==> src/rtl/gen_pkg.sv <==
// Shared definitions for the signal-generation path (communication, sweep_gen, dds).
package gen_pkg;

  localparam int unsigned TW_WIDTH    = 32;
  localparam int unsigned DWELL_WIDTH = 24;

  typedef enum logic [1:0] {
    StIdle,
    StEmit,
    StDwell,
    StDone
  } state_e;

endpackage

==> src/rtl/sweep_dwell_timer.sv <==
// Loadable dwell down-counter; expire is high once the count has reached zero.
module sweep_dwell_timer
  import gen_pkg::*;
#(
  parameter int unsigned DW = DWELL_WIDTH
) (
  input  logic          clk,
  input  logic          rst,
  input  logic          load,
  input  logic [DW-1:0] dwell,
  output logic          expire
);

  logic [DW-1:0] cnt_q;

  // A dwell of zero behaves like one: the loaded count is max(dwell,1)-1.
  always_ff @(posedge clk) begin
    if (rst) begin
      cnt_q <= '0;
    end else if (load) begin
      cnt_q <= (dwell == '0) ? '0 : dwell - DW'(1);
    end else if (cnt_q != '0) begin
      cnt_q <= cnt_q - DW'(1);
    end
  end

  assign expire = (cnt_q == '0);

endmodule

==> src/rtl/sweep_gen.sv <==
// Frequency-sweep sequencer: steps the dds tuning word from f_start to f_stop,
// strobing set for each point and holding it for the programmed dwell.
module sweep_gen
  import gen_pkg::*;
#(
  parameter int unsigned W  = TW_WIDTH,
  parameter int unsigned DW = DWELL_WIDTH
) (
  input  logic          clk,
  input  logic          rst,
  input  logic          start,
  input  logic          abort,
  input  logic          repeat_mode,
  input  logic [W-1:0]  f_start,
  input  logic [W-1:0]  f_stop,
  input  logic [W-1:0]  f_step,
  input  logic [DW-1:0] dwell,
  output logic [W-1:0]  m,
  output logic          set,
  output logic          en,
  output logic          busy,
  output logic          done
);

  state_e        state_q;
  logic [W-1:0]  start_q, stop_q, step_q;
  logic [DW-1:0] dwell_q;
  logic          rep_q, up_q;
  logic [W:0]    sum, diff;
  logic [W-1:0]  next_pt;
  logic          expire;

  sweep_dwell_timer #(
    .DW (DW)
  ) u_timer (
    .clk    (clk),
    .rst    (rst),
    .load   (state_q == StEmit),
    .dwell  (dwell_q),
    .expire (expire)
  );

  // Carry/borrow and overshoot both clamp to f_stop; a zero step jumps straight there.
  always_comb begin
    sum     = {1'b0, m} + {1'b0, step_q};
    diff    = {1'b0, m} - {1'b0, step_q};
    next_pt = stop_q;
    if (step_q != '0) begin
      if (up_q) begin
        if (!sum[W] && (sum[W-1:0] < stop_q)) next_pt = sum[W-1:0];
      end else begin
        if (!diff[W] && (diff[W-1:0] > stop_q)) next_pt = diff[W-1:0];
      end
    end
  end

  always_ff @(posedge clk) begin
    if (rst) begin
      state_q <= StIdle;
      start_q <= '0;
      stop_q  <= '0;
      step_q  <= '0;
      dwell_q <= '0;
      rep_q   <= 1'b0;
      up_q    <= 1'b0;
      m       <= '0;
      set     <= 1'b0;
      en      <= 1'b0;
      busy    <= 1'b0;
      done    <= 1'b0;
    end else if (abort) begin
      state_q <= StIdle;
      set     <= 1'b0;
      en      <= 1'b0;
      busy    <= 1'b0;
      done    <= 1'b0;
    end else begin
      unique case (state_q)
        StIdle: begin
          if (start) begin
            start_q <= f_start;
            stop_q  <= f_stop;
            step_q  <= f_step;
            dwell_q <= dwell;
            rep_q   <= repeat_mode;
            up_q    <= (f_stop >= f_start);
            m       <= f_start;
            set     <= 1'b1;
            en      <= 1'b1;
            busy    <= 1'b1;
            state_q <= StEmit;
          end
        end
        StEmit: begin
          set     <= 1'b0;
          state_q <= StDwell;
        end
        StDwell: begin
          if (expire) begin
            if (m == stop_q) begin
              done    <= 1'b1;
              state_q <= StDone;
            end else begin
              m       <= next_pt;
              set     <= 1'b1;
              state_q <= StEmit;
            end
          end
        end
        StDone: begin
          done <= 1'b0;
          if (rep_q) begin
            m       <= start_q;
            set     <= 1'b1;
            state_q <= StEmit;
          end else begin
            busy    <= 1'b0;
            state_q <= StIdle;
          end
        end
        default: state_q <= StIdle;
      endcase
    end
  end

endmodule

==> config.mk <==
export PLATFORM = sky130hd
export DESIGN_NAME = sweep_gen
export DESIGN_NICKNAME = d
export VERILOG_FILES = /design/src/rtl/gen_pkg.sv /design/src/rtl/sweep_dwell_timer.sv /design/src/rtl/sweep_gen.sv
export SDC_FILE = /design/constraint.sdc
export NUM_CORES = 1
export LEC_CHECK = 0
export BUFFER_PORTS_ARGS = -buffer_cell sky130_fd_sc_hd__buf_2
export CORE_MARGIN = 4
export CORE_UTILIZATION = 50
export DETAILED_ROUTE_END_ITERATION = 12
export PLACE_DENSITY = 0.82
export SYNTH_ARGS = -nofsm -noshare
export SYNTH_HDL_FRONTEND = slang
export SYNTH_SLANG_ARGS = --single-unit
==> constraint.sdc <==
create_clock -name clk -period 14.84 [get_ports clk]
set_input_delay 0 -clock clk [delete_from_list [all_inputs] [get_ports clk]]
set_output_delay 0 -clock clk [all_outputs]
set_load 0.05 [all_outputs]
==> reports/results.ini <==
[status]
outcome=finished clean

[logic_synthesis]
synth-simple-area-share_pct=22.27
post_synth.cell_area_avg_um2=7.246
post_synth_mux_area_share_pct=1.816
synth_compound_area_share_pct=23.46
yosys.area_share.xor_xnor_pct=7.696
yosysSeqAreaShare_pct=24.52
synth.top_cell.area_share_pct=24.52
asyncSetResetFlopFracSynth_pct=0
synthesis.area_um2=15020
synth_top_cell_by_area=dfxtp_1
synth.net_count=2361
synth_top_cells_by_area=dfxtp_1 25%, ha_1 13%, a21oi_1 9.9%
ys_warn_count=0
postSynthCellCount=2073
synth.distinct_cells=67
ys_ff_latch=184
synth-edff-count=0
combinational_family_with_the_most_area_after_synthesis=compound AO/OA/AOI/OAI gates
synth-adder-area-share_pct=13.68
yosys_most_used_dff=dfxtp_1

[clocking]
htree_num_levels=4
clock_path_buffers=2
number_of_clock_sinks=184
clock_insertion_delay_worst_skew_ns=0.47
numCtsBuffers=17
cts_tree=built
clkSlewWorstSetupHoldPaths_ns=0.07
cts.root.buffer_cell=clkbuf_16
post_cts_resized=0

[critical_path]
r2r.worst_path.cells=21
critical_path.reg2reg.endpoint=m[24]
timing_worst_setup_path_type=flip-flop to flip-flop
cp_max_fo=33
worstPathArrival_ns=7.05
worstSetupEndpoint=m[24]
r2r_slack_ns=8.15
worst_setup_path_end_kind=flip-flop
worst-endpoint-required_ns=15.20
rr_startpoint=step_q[10]
timing.critical_path.from_type=flip-flop
source_of_the_critical_timing_path=step_q[10]

[cells_and_area]
num-fill-cells=2618
share_of_cells_above_drive_strength_1_pct=10.37
net_count_reported_at_finish=2570
area_growth_pct=19.13

[grt]
grt_pass1_vias=16000
wire_length_of_the_first_global_routing_pass_mm=85.99
pin_count_of_the_biggest_net_entering_global_routing=96
groute.usage.overall_pct=32.30
gr-total-overflow=0
grt_antenna_before_repair=1

[routing]
drtAntennaViolNets=0
post_drt_wl_per_cell_um=20.30
finalWirelength_mm=54.50
detail_route.first_pass.iterations=7
via_count=16460
dr.first_iter.drc_count=1792
detail_route.drc_violations=0
avgViaCountPerCell=6.131

[floorplan]
fp-row-count=63
die_width_um=181.3
chipHeight_um=181.3
starting_density_of_the_core_pct=50.68
design.portCount=161
area_enclosed_by_the_die_boundary_um2=32880
core_um2=29640

[timing]
post-route-worst-setup-slack_ns=8.148
fmax_ghz=0.1494
skew_ns=0.01333
layout_min_cycle_time_ns=6.692
timing_max_transition_violations_final=0
worst_pin_slew_ns=1.087
period_share_pct=45.09
worst_slew_slack_as_a_fraction_of_its_limit_pct=27.52
timing.final.setup_violations=0
timing.setup.tns_ns=0
rsz0062_at_grt=false
final_layout_worst_hold_slack_ns=0.03070
hold_violations=0

[power_and_ir_drop]
report.power.total_mw=1.953
ir_drop_v=0.00009165
power_per_cell_area_nw_per_um2=109.1
leakagePower_nw=7.393

[placement]
dpl_worst_slack_ns=8.400
place_congestion=0.9864
portBuffers=160
place.detailed.hpwl_mm=38.21

[min_path]
min_path_type=primary input to flip-flop

[flow_run]
max-cap-violations=0

Yosys cell counts (all sizes together) (8+ instances only):
| master | count |
|---|---|
| a211oi | 33 |
| a21oi | 300 |
| nand4 | 34 |
| inv | 135 |
| a22oi | 18 |
| a311oi | 11 |
| clkbuf | 108 |
| nand2 | 329 |
| xnor2 | 99 |
| nor2b | 22 |
| o31ai | 9 |
| a221oi | 9 |
| or2 | 12 |
| buf | 10 |
| mux2 | 10 |
| dfxtp | 184 |
| o311ai | 14 |
| nand3 | 30 |
| mux2i | 16 |
| xor2 | 33 |
| or4 | 13 |
| o211ai | 16 |
| nor3 | 54 |
| nand2b | 25 |
| o22ai | 10 |
| o21bai | 12 |
| a21o | 22 |
| nor2 | 160 |
| ha | 161 |
| o21ai | 55 |
| a2111oi | 8 |
| or3 | 12 |
| nor4 | 27 |
area by class of cell:
| type | instances | area (um2) | area share, % |
|---|---|---|---|
| clock inverters | 13 | 145.1 | 0.8110 |
| flip-flops and latches | 184 | 3686 | 20.60 |
| well taps | 390 | 488.0 | 2.727 |
| repair buffers | 308 | 2250 | 12.57 |
| clock buffers | 18 | 429.2 | 2.398 |
| diodes | 1 | 2.502 | 0.01398 |
| multi-input cells | 1632 | 10370 | 57.97 |
| inverters | 139 | 521.8 | 2.915 |
per-stage QoR:
step,area (um2),cells,util [%]
after detailed placement,15980,2519,53.91
after global placement,15980,2519,53.91
final,17900,2685,60.38
after global routing,17890,2684,60.37
after floorplan,15020,2073,-
after CTS,17890,2684,60.37
power breakdown:
group / internal, mW / switching [mW] / total [mW]
clock: 0.249 / 0.221 / 0.470
sequential: 0.544 / 0.0620 / 0.606
combinational: 0.349 / 0.529 / 0.878
total: 1.14 / 0.812 / 1.95
worst min-delay path by stage:
stage,start,to,slack [ns],depth (start not counted)
6_report,rst,step_q[19],0.03,2
5_1_grt,rst,start_q[31],0.05,2
4_1_cts,rst,step_q[19],0.02,2
3_5_place_dp,dwell[17],dwell_q[17],0.25,3
3_3_place_gp,dwell[8],dwell_q[8],0.24,3
2_1_floorplan,f_start[0],start_q[0],0.14,2
layer usage:
layer,vias up,part of all wire (%),GRT usage (%)
li1,7703,-,-
met4,2,5.4,16.42
met2,852,48,54.84
met3,225,7.7,6.765
met5,-,0.020,0
met1,7680,39,38.57
sequential cells by signal, summed over array words and instances (netlist names):
name	cells
dwell_q	24
m	32
busy	1
u_timer.cnt_q	24
start_q	32
up_q	1
rep_q	1
set	1
step_q	32
state_q	2
stop_q	32
en	1
done	1
kinds of logic (layout without fill, tap and decap cells):
logic type      after synthesis  count (layout)
compound gates              574             574
xor+xnor                    132             132
fa+ha+maj                   163             163
buf+inv                     257             478
flops                       184             184
mux                          26              26
other cells                   0               1
simple gates                737             737
timing repair:
action | in CTS | in global routing
endpoints found under the hold margin | 130 | 0
hold buffers | 134 | 0
setup buffers | 0 | 0
placed cells by master, fill, tap and decap left out, drive strengths merged, types with 27 or more instances in the layout:
cell type    instances
a211oi              33
a21oi              300
buf                174
dfxtp              184
dlygate4sd3        134
ha                 161
inv                138
nand2              329
nand3               30
nand4               34
nor2               160
nor3                54
nor4                27
o21ai               55
xnor2               99
xor2                33
critical path, stage by stage, from the launching register on:
cell and delay [ns]:
dfxtp_1 0.38, inv_1 0.06, ha_1 0.42, or4_1 0.58, or4_1 0.47, a21oi_1 0.31, nor4_1 0.12, o21ai_0 0.52
a41oi_1 0.30, a21oi_1 0.24, xnor2_1 0.23, ha_1 0.32, a21o_1 0.16, a211o_1 0.29, a211oi_1 0.26, nand3b_1 0.12
a211oi_1 0.43, nand2_1 0.11, buf_4 0.30, nor2_1 0.50, nor3_1 0.09, o41ai_1 0.35
Note: power is estimated with default switching activity, not from simulation.
